$ cat src/rtl/sordm5_mem_arbiter.sv
// Sord M5 SDRAM port arbiter: download FIFO + CPU bus share one SDRAM controller port.
// Latency: ioctl_wr -> mem_req in 2 cycles (FIFO empty, idle); cpu_req -> mem_req in 1 cycle.
// Backpressure: none upstream; a strobe into a full FIFO is dropped and flags dl_overflow.
// Optional feature: define SORDM5_ARB_RR_EN for round-robin DL/CPU arbitration.

// Small power-of-two FIFO with a combinational head read.
// Latency: a pushed entry is visible at the head one cycle after the push.
// Backpressure: push when full is ignored, pop when empty is ignored.
module sordm5_fifo #(
  parameter int W     = 8,
  parameter int DEPTH = 4
) (
  input  logic                     clk,
  input  logic                     reset,
  input  logic                     push,
  input  logic [W-1:0]             push_dat,
  input  logic                     pop,
  output logic [W-1:0]             head,
  output logic                     empty,
  output logic                     full,
  output logic [$clog2(DEPTH):0]   cnt
);
  localparam int AW = $clog2(DEPTH);
  localparam logic [AW-1:0] PTR_ONE  = AW'(1);
  localparam logic [AW:0]   CNT_ONE  = (AW+1)'(1);
  localparam logic [AW:0]   CNT_FULL = (AW+1)'(DEPTH);

  logic [W-1:0]  mem [DEPTH];
  logic [AW-1:0] wr_ptr;
  logic [AW-1:0] rd_ptr;
  logic          push_ok;
  logic          pop_ok;

  // A full FIFO drops the push even when a pop happens in the same cycle.
  assign push_ok = push & ~full;
  assign pop_ok  = pop & ~empty;

  // Pointer and occupancy bookkeeping; simultaneous push/pop leaves cnt unchanged.
  always_ff @(posedge clk or posedge reset) begin
    if (reset) begin
      wr_ptr <= '0;
      rd_ptr <= '0;
      cnt    <= '0;
    end else begin
      if (push_ok) wr_ptr <= wr_ptr + PTR_ONE;
      if (pop_ok)  rd_ptr <= rd_ptr + PTR_ONE;
      case ({push_ok, pop_ok})
        2'b10:   cnt <= cnt + CNT_ONE;
        2'b01:   cnt <= cnt - CNT_ONE;
        default: ;
      endcase
    end
  end

  // Storage array; contents need no reset because the pointers qualify them.
  always_ff @(posedge clk) begin
    if (push_ok) mem[wr_ptr] <= push_dat;
  end

  assign head  = mem[rd_ptr];
  assign empty = (cnt == '0);
  assign full  = (cnt == CNT_FULL);
endmodule

// Arbiter top: relocates download bytes, queues them, and shares the SDRAM port with the CPU.
// Latency: DL byte reaches mem_req 2 cycles after ioctl_wr; CPU ack 1 cycle after mem_ack.
// Backpressure: mem_req held until mem_ack; CPU waits on cpu_ack; overflowing bytes dropped.
module sordm5_mem_arbiter #(
  parameter int                 ADDR_W        = 25,
  parameter int                 DL_FIFO_DEPTH = 4,
  parameter logic [ADDR_W-1:0]  TAPE_BASE     = 25'h100000
) (
  input  logic              clk_sys,
  input  logic              reset,
  input  logic              ioctl_download,
  input  logic [7:0]        ioctl_index,
  input  logic              ioctl_wr,
  input  logic [ADDR_W-1:0] ioctl_addr,
  input  logic [7:0]        ioctl_dout,
  input  logic              cpu_req,
  input  logic              cpu_we,
  input  logic [ADDR_W-1:0] cpu_addr,
  input  logic [7:0]        cpu_din,
  output logic [7:0]        cpu_dout,
  output logic              cpu_ack,
  output logic              mem_req,
  output logic              mem_we,
  output logic [ADDR_W-1:0] mem_addr,
  output logic [7:0]        mem_din,
  input  logic [7:0]        mem_dout,
  input  logic              mem_ack,
  output logic              dl_busy,
  output logic [ADDR_W-1:0] cas_size,
  output logic              dl_overflow
);
  localparam int ENT_W = ADDR_W + 8;
  localparam int CNT_W = $clog2(DL_FIFO_DEPTH) + 1;
  localparam logic [ADDR_W-1:0] ADDR_ONE = ADDR_W'(1);
  localparam logic [CNT_W-1:0]  CNT_ONE  = CNT_W'(1);

  typedef enum logic [1:0] {IDLE, DL_ISSUE, CPU_ISSUE} state_t;

  state_t            state;
  state_t            state_next;
  logic [ADDR_W-1:0] mapped_addr;
  logic [ENT_W-1:0]  fifo_head;
  logic              fifo_empty;
  logic              fifo_full;
  logic [CNT_W-1:0]  fifo_cnt;
  logic              fifo_pop;
  logic              fifo_nonempty_next;
  logic              cpu_pending;
  logic              grant_dl;
  logic              mem_req_n;
  logic              mem_we_n;
  logic [ADDR_W-1:0] mem_addr_n;
  logic [7:0]        mem_din_n;
  logic              cpu_ack_n;
  logic [7:0]        cpu_dout_n;
  logic              dl_prev;
  logic              dl_rise;
  logic              dl_fall;
  logic              cas_wr;
  logic [ADDR_W-1:0] addr_p1;
  logic [ADDR_W-1:0] max_p1;
  logic              unused_idx;

  // Only bit 1 of the image index steers relocation.
  assign unused_idx  = ^{ioctl_index[7:2], ioctl_index[0]};
  assign mapped_addr = ioctl_index[1] ? (TAPE_BASE + ioctl_addr) : ioctl_addr;

  sordm5_fifo #(.W(ENT_W), .DEPTH(DL_FIFO_DEPTH)) u_dl_fifo (
    .clk      (clk_sys),
    .reset    (reset),
    .push     (ioctl_wr),
    .push_dat ({mapped_addr, ioctl_dout}),
    .pop      (fifo_pop),
    .head     (fifo_head),
    .empty    (fifo_empty),
    .full     (fifo_full),
    .cnt      (fifo_cnt)
  );

  // cpu_req is still high in the cycle cpu_ack is out; masking it stops a duplicate grant.
  assign cpu_pending = cpu_req & ~cpu_ack;

`ifdef SORDM5_ARB_RR_EN
  logic last_dl;
  assign grant_dl = ~fifo_empty & (~cpu_pending | ~last_dl);

  // Remember which side won the last grant so the other side goes next when both wait.
  always_ff @(posedge clk_sys or posedge reset) begin
    if (reset) begin
      last_dl <= 1'b0;
    end else if (state == IDLE) begin
      if (grant_dl)         last_dl <= 1'b1;
      else if (cpu_pending) last_dl <= 1'b0;
    end
  end
`else
  assign grant_dl = ~fifo_empty;
`endif

  // Next-state and next-output logic for the grant/issue FSM.
  always_comb begin
    state_next = state;
    fifo_pop   = 1'b0;
    mem_req_n  = mem_req;
    mem_we_n   = mem_we;
    mem_addr_n = mem_addr;
    mem_din_n  = mem_din;
    cpu_ack_n  = 1'b0;
    cpu_dout_n = cpu_dout;
    unique case (state)
      IDLE: begin
        if (grant_dl) begin
          fifo_pop   = 1'b1;
          mem_req_n  = 1'b1;
          mem_we_n   = 1'b1;
          mem_addr_n = fifo_head[ENT_W-1:8];
          mem_din_n  = fifo_head[7:0];
          state_next = DL_ISSUE;
        end else if (cpu_pending) begin
          mem_req_n  = 1'b1;
          mem_we_n   = cpu_we;
          mem_addr_n = cpu_addr;
          mem_din_n  = cpu_din;
          state_next = CPU_ISSUE;
        end
      end
      DL_ISSUE: begin
        if (mem_ack) begin
          mem_req_n  = 1'b0;
          state_next = IDLE;
        end
      end
      CPU_ISSUE: begin
        if (mem_ack) begin
          mem_req_n  = 1'b0;
          cpu_ack_n  = 1'b1;
          if (!mem_we) cpu_dout_n = mem_dout;
          state_next = IDLE;
        end
      end
      default: begin
        mem_req_n  = 1'b0;
        state_next = IDLE;
      end
    endcase
  end

  // Occupancy after this edge, so dl_busy drops in the cycle the last write completes.
  assign fifo_nonempty_next = (ioctl_wr & ~fifo_full) | (fifo_cnt > CNT_ONE) |
                              (~fifo_empty & ~fifo_pop);

  // State register and registered SDRAM/CPU-side outputs.
  always_ff @(posedge clk_sys or posedge reset) begin
    if (reset) begin
      state    <= IDLE;
      mem_req  <= 1'b0;
      mem_we   <= 1'b0;
      mem_addr <= '0;
      mem_din  <= '0;
      cpu_ack  <= 1'b0;
      cpu_dout <= '0;
      dl_busy  <= 1'b0;
    end else begin
      state    <= state_next;
      mem_req  <= mem_req_n;
      mem_we   <= mem_we_n;
      mem_addr <= mem_addr_n;
      mem_din  <= mem_din_n;
      cpu_ack  <= cpu_ack_n;
      cpu_dout <= cpu_dout_n;
      dl_busy  <= ioctl_download | fifo_nonempty_next | (state_next == DL_ISSUE);
    end
  end

  assign dl_rise = ioctl_download & ~dl_prev;
  assign dl_fall = ~ioctl_download & dl_prev;
  assign cas_wr  = ioctl_wr & ioctl_download & ioctl_index[1];
  assign addr_p1 = ioctl_addr + ADDR_ONE;

  // Download edge tracking: overflow flag, running CAS length, and its capture at the end.
  always_ff @(posedge clk_sys or posedge reset) begin
    if (reset) begin
      dl_prev     <= 1'b0;
      dl_overflow <= 1'b0;
      max_p1      <= '0;
      cas_size    <= '0;
    end else begin
      dl_prev <= ioctl_download;
      if (ioctl_wr && fifo_full) dl_overflow <= 1'b1;
      else if (dl_rise)          dl_overflow <= 1'b0;
      if (dl_rise)                         max_p1 <= cas_wr ? addr_p1 : '0;
      else if (cas_wr && addr_p1 > max_p1) max_p1 <= addr_p1;
      if (dl_fall && ioctl_index[1]) cas_size <= max_p1;
    end
  end
endmodule

$ cat config.mk
export PLATFORM = sky130hd
export DESIGN_NAME = sordm5_mem_arbiter
export DESIGN_NICKNAME = d
export VERILOG_FILES = /design/src/rtl/sordm5_mem_arbiter.sv
export SDC_FILE = /design/constraint.sdc
export NUM_CORES = 1
export LEC_CHECK = 0
export ABC_AREA = 1
export ABC_CLOCK_PERIOD_IN_PS = 9200
export CORE_MARGIN = 2
export CORE_UTILIZATION = 50
export DETAILED_ROUTE_END_ITERATION = 10
export GPL_TIMING_DRIVEN = 0
export PLACE_DENSITY = 0.75
export SYNTH_ARGS = -nofsm -noshare
export SYNTH_HDL_FRONTEND = slang
export SYNTH_SLANG_ARGS = --single-unit
$ cat constraint.sdc
create_clock -name clk_sys -period 9.2 [get_ports clk_sys]
set_input_delay 0.92 -clock clk_sys [delete_from_list [all_inputs] [get_ports clk_sys]]
set_output_delay 0.92 -clock clk_sys [all_outputs]
set_load 0.01 [all_outputs]
==> results by group <==
Synth
  • Synth Warn #: 0
  • Mux cell area share after synthesis: 0.920%
  • Post-synth top area share: 36.0%
  • Post-synth ARST share: 44.5%
  • Post-synth EDFFs: 132
  • Simple-gate share of the synthesized area: 16.9%
  • Post-synthesis xor/xnor area fraction: 1.27%
  • Most area-hungry cell type in the Yosys netlist: edfxtp_1
  • Gate Count Post-Synth: 1122
  • Primary FF master, synth: edfxtp_1
  • Largest cells by area after synthesis: edfxtp_1 (36%), dfrtp_1 (24%), nand2_1 (7.1%)
  • Synth Area in Adders: 4.43%
  • Avg Synthesized Cell Area: 9.82 sq um
  • Post-synthesis compound-gate area fraction: 10.9%
  • Sequential share of the synthesized area: 60.0%
  • Main combinational cell family by area after synthesis: simple AND/OR/NAND/NOR gates
  • Synth Register Bits: 238
  • Post-synth cell types: 43
  • Syn Nets: 1250
  • Mapped Area: 11000 sq um

Setup path
  • Max FO, Critical Path: 10
  • CP Class: in -> reg
  • Data arrival time of the critical path: 4500 ps
  • Reg2reg path depth: 12
  • Critical path's slowest cell: clkdlybuf4s50_1
  • CP max stage delay: 820 ps
  • Critical Path Sink: max_p1[14]
  • CP endpoint kind: flop
  • Levels on crit path: 19
  • Setup crit start kind: input pin
  • Required @ worst endpoint: 9610 ps
  • Cell chain of the critical path: clkdlybuf4s50_1, ha_1, nand2_1, inv_1, nand4_4, nor2_1, xnor2_1, inv_1, ha_1, nand2_1, nor2_1, nand2_1, nor2_1, nand2_1, nand3_1, nand2_2, buf_2, nand3_1, nand2_1
  • Worst reg2reg startpoint: u_dl_fifo.cnt[1]
  • Flop2flop setup slack: 6820 ps
  • RR Endpoint: u_dl_fifo.cnt[2]
  • Setup crit start: ioctl_addr[0]
  • WP buf/inv: 4
  • Delay-heaviest family, CP: simple AND/OR/NAND/NOR gates
  • Most frequent cell on the critical path: nand2_1

Power and ir drop
  • Maximum vdd drop: 0.150 mV
  • Comb pwr share: 37.8%
  • Switch share: 35.5%
  • Power Dens Cells: 295 nW/um^2
  • Leak: 0.00584 uW
  • Clock power share: 24.3%
  • Pwr Total: 4080 uW
  • Flop pwr share: 37.9%
  • Net switching power: 1450 uW
  • Pint: 2630 uW

Routing
  • Via count: 8614
  • Routed Antenna Nets: 0
  • Drt via density: 5.37
  • WL per Instance: 17.2 um
  • DRC violation count after routing: 0
  • Drt pass-1 iters: 5
  • Final wirelength: 27600 um
  • Initial DRC Count: 677

Timing
  • Slew @ Worst Pin: 661 ps
  • Max Fclk: 245 MHz
  • Setup violations, final: 0
  • Rel. slew slack: 55.9%
  • Fin crit period: 4090 ps
  • Final setup TNS: 0 ps
  • Worst setup margin: 5110 ps
  • Final slew viol count: 0
  • Period utilization: 44.4%
  • RSZ-0062 raised after global routing: no
  • Final Hold Viols: 0
  • Clk_skew: 9.28 ps

Placement
  • Worst slack, placed: 4630 ps
  • PortBufs: 151
  • HPWL after DPL: 19400 um
  • GPL Wtd Cong: 0.904
  • # placed instances: 1558

Finish
  • Fin util: 63.6%
  • Multi-input gate area: 3820 sq um
  • N_diodes: 0
  • Synth-to-layout area growth: 25.5%
  • Sequential Area: 6620 sq um
  • Ratio of cells with drive above 1 in the final layout: 7.10%
  • # fillers: 1734
  • Layout Cells excl Fill: 1604
  • Nets: 1433

Clock tree
  • TritonCTS clock tree: done
  • Hold-fix buffers, CTS: 0
  • # resized after CTS: 0
  • CTS H-tree lvls: 1
  • TritonCTS buffer count: 25
  • Root Buffer: clkbuf_16
  • Clk pin slew, worst setup/hold paths: 60 ps
  • Post-CTS Setup Inserts: 0
  • CTS Sinks: 238
  • Clock tree buffer depth: 3
  • Clock latency on the worst-skew pair: 530 ps

Die
  • Number of I/O pins: 160
  • Initial Util: 50.6%
  • Cell Rows: 54
  • Core area: 21800 sq um
  • Die Y-Extent: 152 um
  • DIE AREA: 23200 sq um
  • Die X: 152 um

Global routing
  • Global route overflow: 0
  • Largest net degree at the start of global routing: 62
  • Vias in the first global route: 8665
  • Antenna violations before repair: 0
  • Total track usage: 23.9%
  • First-pass GRT wire length: 44800 um

Outcome
  • Outcome: finished clean

Flow run
  • Max cap viols: 0

Worst hold path
  • HP Class: reg -> reg
-- worst min-delay path by stage --
| stage | start | cells past startpoint | to | slack [ps] |
|---|---|---|---|---|
| 3_3_place_gp | mem_addr[19] | 2 | mem_addr[19] | 470 |
| 2_1_floorplan | max_p1[10] | 2 | max_p1[10] | 480 |
| 5_1_grt | mem_din[5] | 2 | mem_din[5] | 510 |
| 3_5_place_dp | cas_size[15] | 2 | cas_size[15] | 470 |
| 6_report | mem_din[4] | 2 | mem_din[4] | 490 |
| 4_1_cts | cas_size[15] | 2 | cas_size[15] | 490 |
-- layer usage --
| layer | vias up | track usage, % | part of all wire (%) |
|---|---|---|---|
| met5 | - | 0 | 0 |
| met2 | 338 | 39.0 | 47 |
| met4 | 0 | 7.01 | 2.4 |
| li1 | 4142 | - | - |
| met3 | 48 | 3.81 | 7.8 |
| met1 | 4086 | 33.5 | 43 |
-- per-stage QoR --
step	hold WS, ps	instance area, sq um
after detailed placement	474	13000
after CTS	490	13800
after global routing	505	13800
after global placement	468	12900
after floorplan	476	11000
final	486	13800
-- cell families after synthesis --
kind of cell,Yosys count
mux,9
compound gates,223
fa+ha+maj,39
simple gates,444
flops,238
buf+inv,153
xor+xnor,16
-- cells in the mapped netlist, types with 7 or more instances --
cell type	instances
nand2_1	208
nor2_1	161
edfxtp_1	132
o21ai_0	129
dfrtp_1	106
inv_1	104
nand3_1	42
ha_1	39
o22ai_1	33
o21ai_1	28
clkbuf_1	26
a21oi_1	22
buf_2	15
xor2_1	13
mux2_2	9
nor3_1	8
nand4_1	7
-- flip-flops by register name, summed over array words and instances (netlist names) --
| name | count |
|---|---|
| cpu_ack | 1 |
| cpu_dout | 8 |
| mem_addr | 25 |
| u_dl_fifo.rd_ptr | 2 |
| cas_size | 25 |
| mem_we | 1 |
| u_dl_fifo.mem | 132 |
| dl_busy | 1 |
| u_dl_fifo.cnt | 3 |
| mem_din | 8 |
| max_p1 | 25 |
| dl_prev | 1 |
| state | 2 |
| u_dl_fifo.wr_ptr | 2 |
| mem_req | 1 |
| dl_overflow | 1 |
-- area by class of cell --
class	count	area share, %
Buffer	46	1.49
Clock buffer	35	5.01
Clock inverter	11	0.868
Inverter	107	2.92
Multi-Input combinational cell	731	27.6
Sequential cell	238	47.8
Tap cell	280	2.53
Timing Repair Buffer	156	11.7
-- worst min-delay path, delay by kind of cell (launching register included) --
family	cells	cell delay (ps)
compound gates	1	60
simple gates	1	50
flops	1	340
-- layout by cell type, fill, tap and decap left out, types with 4 or more instances in the layout --
master	n
buf_12	4
o21ai_0	129
xor2_1	13
clkinv_2	4
o21ai_1	28
nor3_1	8
clkbuf_16	25
dfrtp_1	106
buf_2	15
mux2_2	9
a21oi_1	22
nand2_1	208
nand3_1	42
inv_1	103
nor2_4	7
ha_1	39
clkdlybuf4s50_1	151
edfxtp_1	132
nand4_1	7
clkbuf_1	33
nor2_1	157
o22ai_1	33
-- power groups by stage --
| stage | clock [uW] | sequential (uW) | combinational [uW] |
|---|---|---|---|
| floorplan | 0 | 1610 | 832 |
| global placement | 0 | 1570 | 1470 |
| detailed placement | 0 | 1560 | 1540 |
| CTS | 1010 | 1550 | 1550 |
| global route | 1050 | 1580 | 1720 |
| finish | 993 | 1550 | 1540 |
No activity file was read; power rests on OpenSTA's default activity.
